--- src/rtl/sync_fifo_wm.sv ---
// sync_fifo_wm: synchronous FIFO with programmable almost-full/almost-empty
// watermarks, selectable overflow policy, selectable read mode, a saturating
// drop counter and a clearable high-water mark.
//
// Parameters:
//   W         data width
//   DEPTH     number of entries (>= 2, need not be a power of two)
//   FWFT      1 = head word shown combinationally, 0 = registered read
//   OVF_MODE  0 = drop incoming word when full, 1 = overwrite oldest word
//   DROPW     drop counter width
//
// Ports:
//   clk, rst                   clock, synchronous active-high reset
//   push, push_data            write request and data
//   pop, pop_data, pop_valid   read request, read data and its qualifier
//   empty, full, count         occupancy status
//   afull_thresh, aempty_thresh, almost_full, almost_empty   watermarks
//   overflow, underflow        one-cycle event pulses
//   drop_count                 words lost to overflow (saturating)
//   hwm, hwm_clr               high-water mark and its reload strobe
module sync_fifo_wm #(
    parameter int W        = 72,
    parameter int DEPTH    = 16,
    parameter int FWFT     = 1,
    parameter int OVF_MODE = 0,
    parameter int DROPW    = 16,
    localparam int CW      = $clog2(DEPTH + 1)
) (
    input  logic             clk,
    input  logic             rst,
    input  logic             push,
    input  logic [W-1:0]     push_data,
    input  logic             pop,
    output logic [W-1:0]     pop_data,
    output logic             pop_valid,
    output logic             empty,
    output logic             full,
    output logic [CW-1:0]    count,
    input  logic [CW-1:0]    afull_thresh,
    input  logic [CW-1:0]    aempty_thresh,
    output logic             almost_full,
    output logic             almost_empty,
    output logic             overflow,
    output logic             underflow,
    output logic [DROPW-1:0] drop_count,
    output logic [CW-1:0]    hwm,
    input  logic             hwm_clr
);

    localparam int PW = $clog2(DEPTH);

    logic [W-1:0]  mem [DEPTH];
    logic [PW-1:0] wptr;
    logic [PW-1:0] rptr;
    logic [PW-1:0] wptr_inc;
    logic [PW-1:0] rptr_inc;
    logic [CW-1:0] count_q;
    logic [CW-1:0] count_next;
    logic          do_pop;
    logic          do_push;
    logic          drop_evt;
    logic          overwrite;

    assign empty        = (count_q == '0);
    assign full         = (count_q == CW'(DEPTH));
    assign count        = count_q;
    assign almost_full  = (count_q >= afull_thresh);
    assign almost_empty = (count_q <= aempty_thresh);

    assign do_pop    = pop & ~empty;
    assign do_push   = push & (~full | do_pop);
    // A push against a full FIFO with no pop to make room is a loss event in
    // both policies; only drop-oldest actually writes.
    assign drop_evt  = push & full & ~do_pop;
    assign overwrite = drop_evt & (OVF_MODE != 0);

    // Explicit wrap so non-power-of-two depths work.
    assign wptr_inc = (wptr == PW'(DEPTH - 1)) ? '0 : wptr + PW'(1);
    assign rptr_inc = (rptr == PW'(DEPTH - 1)) ? '0 : rptr + PW'(1);

    // Overwrite keeps count at DEPTH: it is neither push-only nor pop-only.
    always_comb begin
        count_next = count_q;
        if (do_push && !do_pop) begin
            count_next = count_q + CW'(1);
        end else if (do_pop && !do_push) begin
            count_next = count_q - CW'(1);
        end
    end

    always_ff @(posedge clk) begin
        if (!rst && (do_push || overwrite)) begin
            mem[wptr] <= push_data;
        end
    end

    always_ff @(posedge clk) begin
        if (rst) begin
            wptr       <= '0;
            rptr       <= '0;
            count_q    <= '0;
            overflow   <= 1'b0;
            underflow  <= 1'b0;
            drop_count <= '0;
            hwm        <= '0;
        end else begin
            if (do_push || overwrite) begin
                wptr <= wptr_inc;
            end
            if (do_pop || overwrite) begin
                rptr <= rptr_inc;
            end
            count_q   <= count_next;
            overflow  <= drop_evt;
            underflow <= pop & empty;
            if (drop_evt && (drop_count != '1)) begin
                drop_count <= drop_count + DROPW'(1);
            end
            if (hwm_clr) begin
                hwm <= count_next;
            end else if (count_next > hwm) begin
                hwm <= count_next;
            end
        end
    end

    generate
        if (FWFT != 0) begin : g_fwft
            assign pop_data  = empty ? '0 : mem[rptr];
            assign pop_valid = ~empty;
        end else begin : g_reg
            always_ff @(posedge clk) begin
                if (rst) begin
                    pop_data  <= '0;
                    pop_valid <= 1'b0;
                end else begin
                    pop_valid <= do_pop;
                    if (do_pop) begin
                        pop_data <= mem[rptr];
                    end
                end
            end
        end
    endgenerate

endmodule

--- config.mk ---
export PLATFORM = sky130hd
export DESIGN_NAME = sync_fifo_wm
export DESIGN_NICKNAME = d
export VERILOG_FILES = /design/src/rtl/sync_fifo_wm.sv
export SDC_FILE = /design/constraint.sdc
export NUM_CORES = 1
export LEC_CHECK = 0
export CAP_MARGIN = 20
export CORE_AREA = 2 2 269 271
export CTS_CLUSTER_DIAMETER = 60
export DETAILED_ROUTE_END_ITERATION = 6
export DIE_AREA = 0 0 271 273
export DONT_BUFFER_PORTS = 1
export GPL_ROUTABILITY_DRIVEN = 0
export PLACE_DENSITY = 0.81
export REMOVE_ABC_BUFFERS = 1
export SYNTH_ARGS = -nofsm -noshare
export SYNTH_HDL_FRONTEND = slang
export SYNTH_SLANG_ARGS = --single-unit
--- constraint.sdc ---
create_clock -name clk -period 13 [get_ports clk]
set_clock_uncertainty 0.2 [all_clocks]
set_input_delay 2.6 -clock clk [delete_from_list [all_inputs] [get_ports clk]]
set_output_delay 2.6 -clock clk [all_outputs]
set_load 0.005 [all_outputs]
==> results of run 1 <==
-- how the worst min path moves through the flow --
stage,startpoint,to,cells after the start
6_report,rptr[3]$_SDFFE_PP0N_,flip-flop,1
5_1_grt,rptr[3]$_SDFFE_PP0N_,flip-flop,1
4_1_cts,rptr[3]$_SDFFE_PP0N_,flip-flop,1
3_5_place_dp,rptr[3]$_SDFFE_PP0N_,flip-flop,1
3_3_place_gp,rptr[1]$_SDFFE_PP0N_,rptr[1]$_SDFFE_PP0N_,2
2_1_floorplan,rptr[3]$_SDFFE_PP0N_,flip-flop,1
-- cells in the mapped netlist, types with 4 or more instances --
cell	number	area share (%)
nor2b_1	7	0.095
inv_1	24	0.20
buf_2	28	0.31
nand4_1	8	0.11
buf_1	17	0.14
xnor2_1	13	0.25
nand2b_1	5	0.068
o21ai_0	7	0.076
nor3_1	10	0.11
nand2_1	23	0.19
dfxtp_1	40	1.7
nand3_1	11	0.12
ha_1	23	0.63
mux4_2	288	14
a311oi_1	4	0.076
clkbuf_1	62	0.51
edfxtp_1	1152	75
o22ai_1	73	0.99
mux2i_1	151	3.3
nor2_1	49	0.40
a21oi_1	13	0.14
-- metal layers --
layer,share of wire [%],wire length (um),track usage (%)
met5,0,0,0
met4,2.7,2800,9.13
met1,35,37200,37.6
met3,10,11000,7.08
met2,52,54300,48.5
-- cell families (layout without fill, tap and decap cells) --
family,Yosys count,after routing,share of synthesized area (%)
xor+xnor,16,16,0.305
mux,439,439,17.4
buf+inv,135,272,1.24
flops,1192,1192,77.1
fa+ha+maj,24,24,0.648
compound gates,113,113,1.56
simple gates,144,144,1.77
-- worst max-delay path: cells and delay by family (launching register included) --
kind	cells	cell delay (ns)
mux	2	0.79
buf+inv	2	1.63
compound gates	1	0.18
flops	1	0.79
-- layout make-up --
cell class | count | area [sq um] | share of cell area (%)
clock inverters | 68 | 862 | 1.69
inverters | 25 | 93.8 | 0.184
well taps | 950 | 1190 | 2.33
multi-input cells | 736 | 10100 | 19.8
flip-flops and latches | 1192 | 35400 | 69.4
repair buffers | 36 | 343 | 0.672
clock buffers | 143 | 3020 | 5.93
-- power breakdown --
| part | total (W) | internal, W | switching, W |
|---|---|---|---|
| clock | 0.00343 | 0.00203 | 0.00141 |
| sequential | 0.00430 | 0.00425 | 0.0000516 |
| combinational | 0.00132 | 0.000583 | 0.000733 |
| total | 0.00905 | 0.00686 | 0.00219 |
-- stage by stage --
stage,std cells,cell area [sq um]
2_1_floorplan,1953,45500
3_3_place_gp,2936,47000
3_5_place_dp,2937,47100
4_1_cts,3148,50900
5_1_grt,3150,51000
6_report,3150,51000
-- sequential cells by signal, indices dropped and copies added, names as in the netlist, named ones only --
signal      cells
overflow        1
drop_count     16
wptr            4
count           5
rptr            4
hwm             5
underflow       1
mem          1152
==> flow_summary.yaml, run 1 <==
clocking:
  cts-buffers-inserted: 113
  cts_sinks: 1192
  postCtsHoldBufs: 0
  clk_latency_ns: 0.67
  cts_setup_buffers: 0
  clockBufferDepth: 3
  h-tree-depth: 3
  tritoncts: "done"
  path_clk_slew_ns: 0.06
  cts_root_buf: "clkbuf_16"
  ctsResizeCount: 0
yosys:
  synthesis.area_sq_um: 45900
  ys.flop_type: "edfxtp_1"
  ys_types: 56
  synth-async-reset-ratio_pct: 0
  yosysSeqAreaShare_pct: 77.1
  yosysWarnings: 0
  synth-seq-cells: 1192
  synth_cells: 2063
  synth_edf_count: 1152
  syn_avg_cell_area_sq_um: 22.3
die:
  die-area_sq_um: 74000
  core_area_sq_um: 71000
  fp-row-count: 98
  num_io_pins: 192
  start_util_pct: 64.7
  die_w_um: 271
  die_h_um: 273
setup_path:
  crit_chain: "buf_4, buf_4, mux4_2, mux2i_1, o22ai_1"
  critPathMaxFanout: 48
  r2r_end: "mem[2][34]$_DFFE_PP_"
  start_kind: "flip-flop"
  critPathSlowestCell: "buf_4"
  worst_path_largest_cell_delay_ns: 0.84
  end_kind: "output pin"
  cp.required_ns: 10.20
  reg2reg_slack_ns: 8.11
  r2r_cells: 9
  cpMostUsedCell: "buf_4"
  arrival_ns: 4.20
  timing.rr.start: "count[0]$_SDFF_PP0_"
  crit_path_end: "pop_data[24]"
  critPathKind: "reg2out"
finish:
  final_nets: 2214
  final_util_pct: 71.8
  final_common_cell: "edfxtp_1"
  n_fill_cell: 3788
  antenna_cells: 0
  drive_gt1_share_pct: 24.0
  syn2layout_area_growth_pct: 11.1
  final_cell_mix: "1152 x edfxtp_1, 288 x mux4_2, 151 x mux2i_1"
power:
  cellPowerDensity_nw_per_um2: 177
  ir_drop_mv: 0.145
  total_power_w: 0.00905
  p_leak_nw: 15.3
route:
  wirelength_um: 105000
  drt_first_pass_iters: 6
  ant_nets: 0
  wl_per_cell_um: 33.4
  vias_per_cell: 6.92
  via_count: 21800
  drtIter0Drc: 2902
  drc_errors: 0
global_route:
  grtUsageTotal_pct: 28.8
  antenna_found_initial: 1
  grt_pass1_vias: 23000
  grt_overflow: 0
  grt_pass1_wl_um: 154000
  grt_start_max_net_pins: 125
timing:
  finalSetupViolCount: 0
  hold_ws_ns: 0.284
  fin_crit_sh_pct: 53.8
  clock.fmax_mhz: 143
  worst_pin_slew_ns: 1.17
  slew_headroom_pct: 21.8
  drv_slew: 0
  rsz0062_at_grt: "no"
  setup_ws_ns: 6.00
  finalSetupTns_ns: 0
  hold_viol: 0
  min_period_ns: 7.00
min_path:
  hp-class: "reg2reg"
job:
  drv_cap: 0
run_status:
  status: "finished, final reports clean"
placed_design:
  dp_hpwl_um: 47900
  io_buffers: 0
  place_ws_ns: 6.48
No activity file was read; power rests on OpenSTA's default activity.
==> inputs of run 2 (changes only) <==
Settings changed: ABC_AREA set to 1, CORE_AREA 2 2 269 271 to 2 2 279 281, DIE_AREA 0 0 271 273 to 0 0 281 283, PLACE_DENSITY 0.81 to 0.79.
Clock period 13 ns to 6.58 ns, I/O delays scaled along.
==> run 2 against run 1 <==
  * Global-route usage shrank 0.50 points
  * Die area up 7.5%
  * Sequential power rose by 98%
  * Final area is 2.2% higher
  * Via count grew 38%
  * Routed wire length increased by 7.4%
  * First-iteration DRC count rose by 28%
  * Worst hold slack better by 0.013 ns
  * Total power rose by 93%
  * Synthesized area up 4.3%
  * Combinational power up 110%
  * Setup slack lost 4.6 ns
==> flow_summary.yaml, run 2 <==
run_status:
  status: "finished, final reports clean"
yosys:
  syn_avg_cell_area_sq_um: 12.5
  ys_top_cells_by_count: "1152 x edfxtp_1, 981 x nor2_1, 583 x o21ai_0"
  synth_top_area_cell: "edfxtp_1"
  ys_types: 32
  synth_edf_count: 1152
  synth_cells: 3816
  synth.top_cells.by_area: "edfxtp_1 72%, nor2_1 7.7%, o21ai_0 6.1%"
  synth-seq-cells: 1192
  synthesis.area_sq_um: 47900
  yosysSeqAreaShare_pct: 73.9
  ys.flop_type: "edfxtp_1"
  synth-async-reset-ratio_pct: 0
  synthMostInstantiatedCell: "edfxtp_1"
  yosysWarnings: 0
  synth_top_area_share_pct: 72.3
clocking:
  cts_root_buf: "clkbuf_16"
  path_clk_slew_ns: 0.06
  clockBufferDepth: 3
  h-tree-depth: 3
  cts_setup_buffers: 0
  postCtsHoldBufs: 0
  cts-buffers-inserted: 114
  tritoncts: "done"
  ctsResizeCount: 0
  clk_latency_ns: 0.68
  cts_sinks: 1192
setup_path:
  timing.rr.start: "count[0]$_SDFF_PP0_"
  crit_chain: "inv_6, buf_4, o21ai_0, o211ai_1, nand3_1, a21oi_1"
  critPathMaxFanout: 105
  arrival_ns: 3.68
  r2r_end: "mem[10][19]$_DFFE_PP_"
  path_delay_family: "buffers and inverters"
  end_kind: "output pin"
  reg2reg_slack_ns: 2.57
  path_depth: 6
  cp.required_ns: 5.06
  start_kind: "flip-flop"
  worst_path_largest_cell_delay_ns: 0.72
  worstPathBufferInverterCount: 2
  r2r_cells: 10
  critPathKind: "reg2out"
  critPathSlowestCell: "buf_4"
route:
  wirelength_um: 113000
  ant_nets: 0
  drc_errors: 0
  drtIter0Drc: 3713
  wl_per_cell_um: 23.3
  drt_first_pass_iters: 6
  via_count: 30200
  vias_per_cell: 6.21
finish:
  multi_input_area_sq_um: 11100
  syn2layout_area_growth_pct: 8.91
  drive_gt1_share_pct: 6.35
  largest-register: "mem"
  register_area_sq_um: 35400
  antenna_cells: 0
  n_fill_cell: 5125
  largest_reg_flops: 1152
  post_layout_nonfiller_instances: 4864
  final_cell_mix: "1152 x edfxtp_1, 968 x nor2_1, 583 x o21ai_0"
  final_nets: 3841
  final_common_cell: "edfxtp_1"
  top_regs: "mem: 1152 flops, drop_count: 16 flops"
die:
  core_area_sq_um: 76700
  die_w_um: 281
  num_io_pins: 192
  start_util_pct: 62.4
  die_h_um: 283
  fp-row-count: 102
  die-area_sq_um: 79500
timing:
  finalSetupTns_ns: 0
  rsz0062_at_grt: "no"
  worst_pin_slew_ns: 1.10
  finalSetupViolCount: 0
  min_period_ns: 5.19
  fin_crit_sh_pct: 78.9
  slew_headroom_pct: 26.3
  clock.fmax_mhz: 193
  hold_viol: 0
  drv_slew: 0
  setup_ws_ns: 1.39
job:
  drv_cap: 0
placed_design:
  placedCellCount: 4655
  place_ws_ns: 2.16
  io_buffers: 0
  dp_hpwl_um: 57000
min_path:
  hp-class: "reg2reg"
  hold_path_depth: 2
  hold_start: "rptr[2]$_SDFFE_PP0N_"
power:
  p_leak_nw: 16.9
  ir_drop_mv: 0.271
  cellPowerDensity_nw_per_um2: 335
global_route:
  grt_pass1_wl_um: 171000
  grtUsageTotal_pct: 28.3
  grt_start_max_net_pins: 244
  antenna_found_initial: 0
  grt_overflow: 0
  grt_pass1_vias: 29600
-- run 2: cell count changes in the layout (fill, tap and decap cells not counted), moves of 72 or more --
cell      before  now
mux2i_1      151    0
o211ai_1       1  216
nand3_1       11  246
mux4_2       288    0
o22ai_1       73    1
a21oi_1       13  100
o21ai_0        7  583
nor2_1        37  968
nand2_1       22  112
-- run 2: worst max path at each step --
| stage | startpoint | to | slack, ns |
|---|---|---|---|
| floorplan | flip-flop | pop_data[0] | -12.68 |
| global placement | count[0]$_SDFF_PP0_ | pop_data[12] | 2.22 |
| CTS | flip-flop | pop_data[57] | 1.38 |
| global route | flip-flop | pop_data[57] | 1.21 |
| finish | flip-flop | pop_data[57] | 1.39 |
| detailed placement | count[0]$_SDFF_PP0_ | pop_data[12] | 2.16 |
-- run 2: cell type report --
type	count	share of cell area [%]
Clock buffer	142	5.75
Clock inverter	67	1.05
Inverter	66	0.533
Multi-Input combinational cell	2306	21.3
Sequential cell	1192	67.9
Tap cell	1040	2.50
Timing Repair Buffer	51	0.974
-- run 2: cell families after synthesis --
logic type	Yosys count	synth area share, %
simple gates	1366	11.5
flops	1192	73.9
compound gates	903	10.6
buf+inv	318	3.12
fa+ha+maj	23	0.601
xor+xnor	14	0.256
-- run 2: tightest hold or removal path, delay by kind of cell (launching register included) --
kind            cells  cell delay (ns)
compound gates      1             0.07
buf+inv             1             0.07
flops               1             0.32
-- run 2: through the flow --
step                hold slack [ns]  util, %  instance area (sq um)  total power, W
floorplan                     0.260        -                  46600          0.0108
global placement              0.285     63.4                  48600          0.0113
detailed placement            0.284     63.4                  48600          0.0114
CTS                           0.302     68.0                  52100          0.0175
global route                  0.319     68.0                  52100          0.0182
finish                        0.296     68.0                  52100          0.0175
-- run 2: power breakdown --
part           internal [W]  switching (W)  total (W)
sequential          0.00841       0.000110    0.00852
combinational      0.000763        0.00196    0.00273
clock               0.00350        0.00273    0.00623
-- run 2: routing by layer --
layer / GRT usage [%] / up-vias / wire (um)
li1: - / 13700 / -
met1: 38.4 / 14800 / 44400
met2: 46.4 / 1460 / 55500
met3: 5.20 / 193 / 10500
met4: 9.97 / 0 / 2830
met5: 0 / - / 0
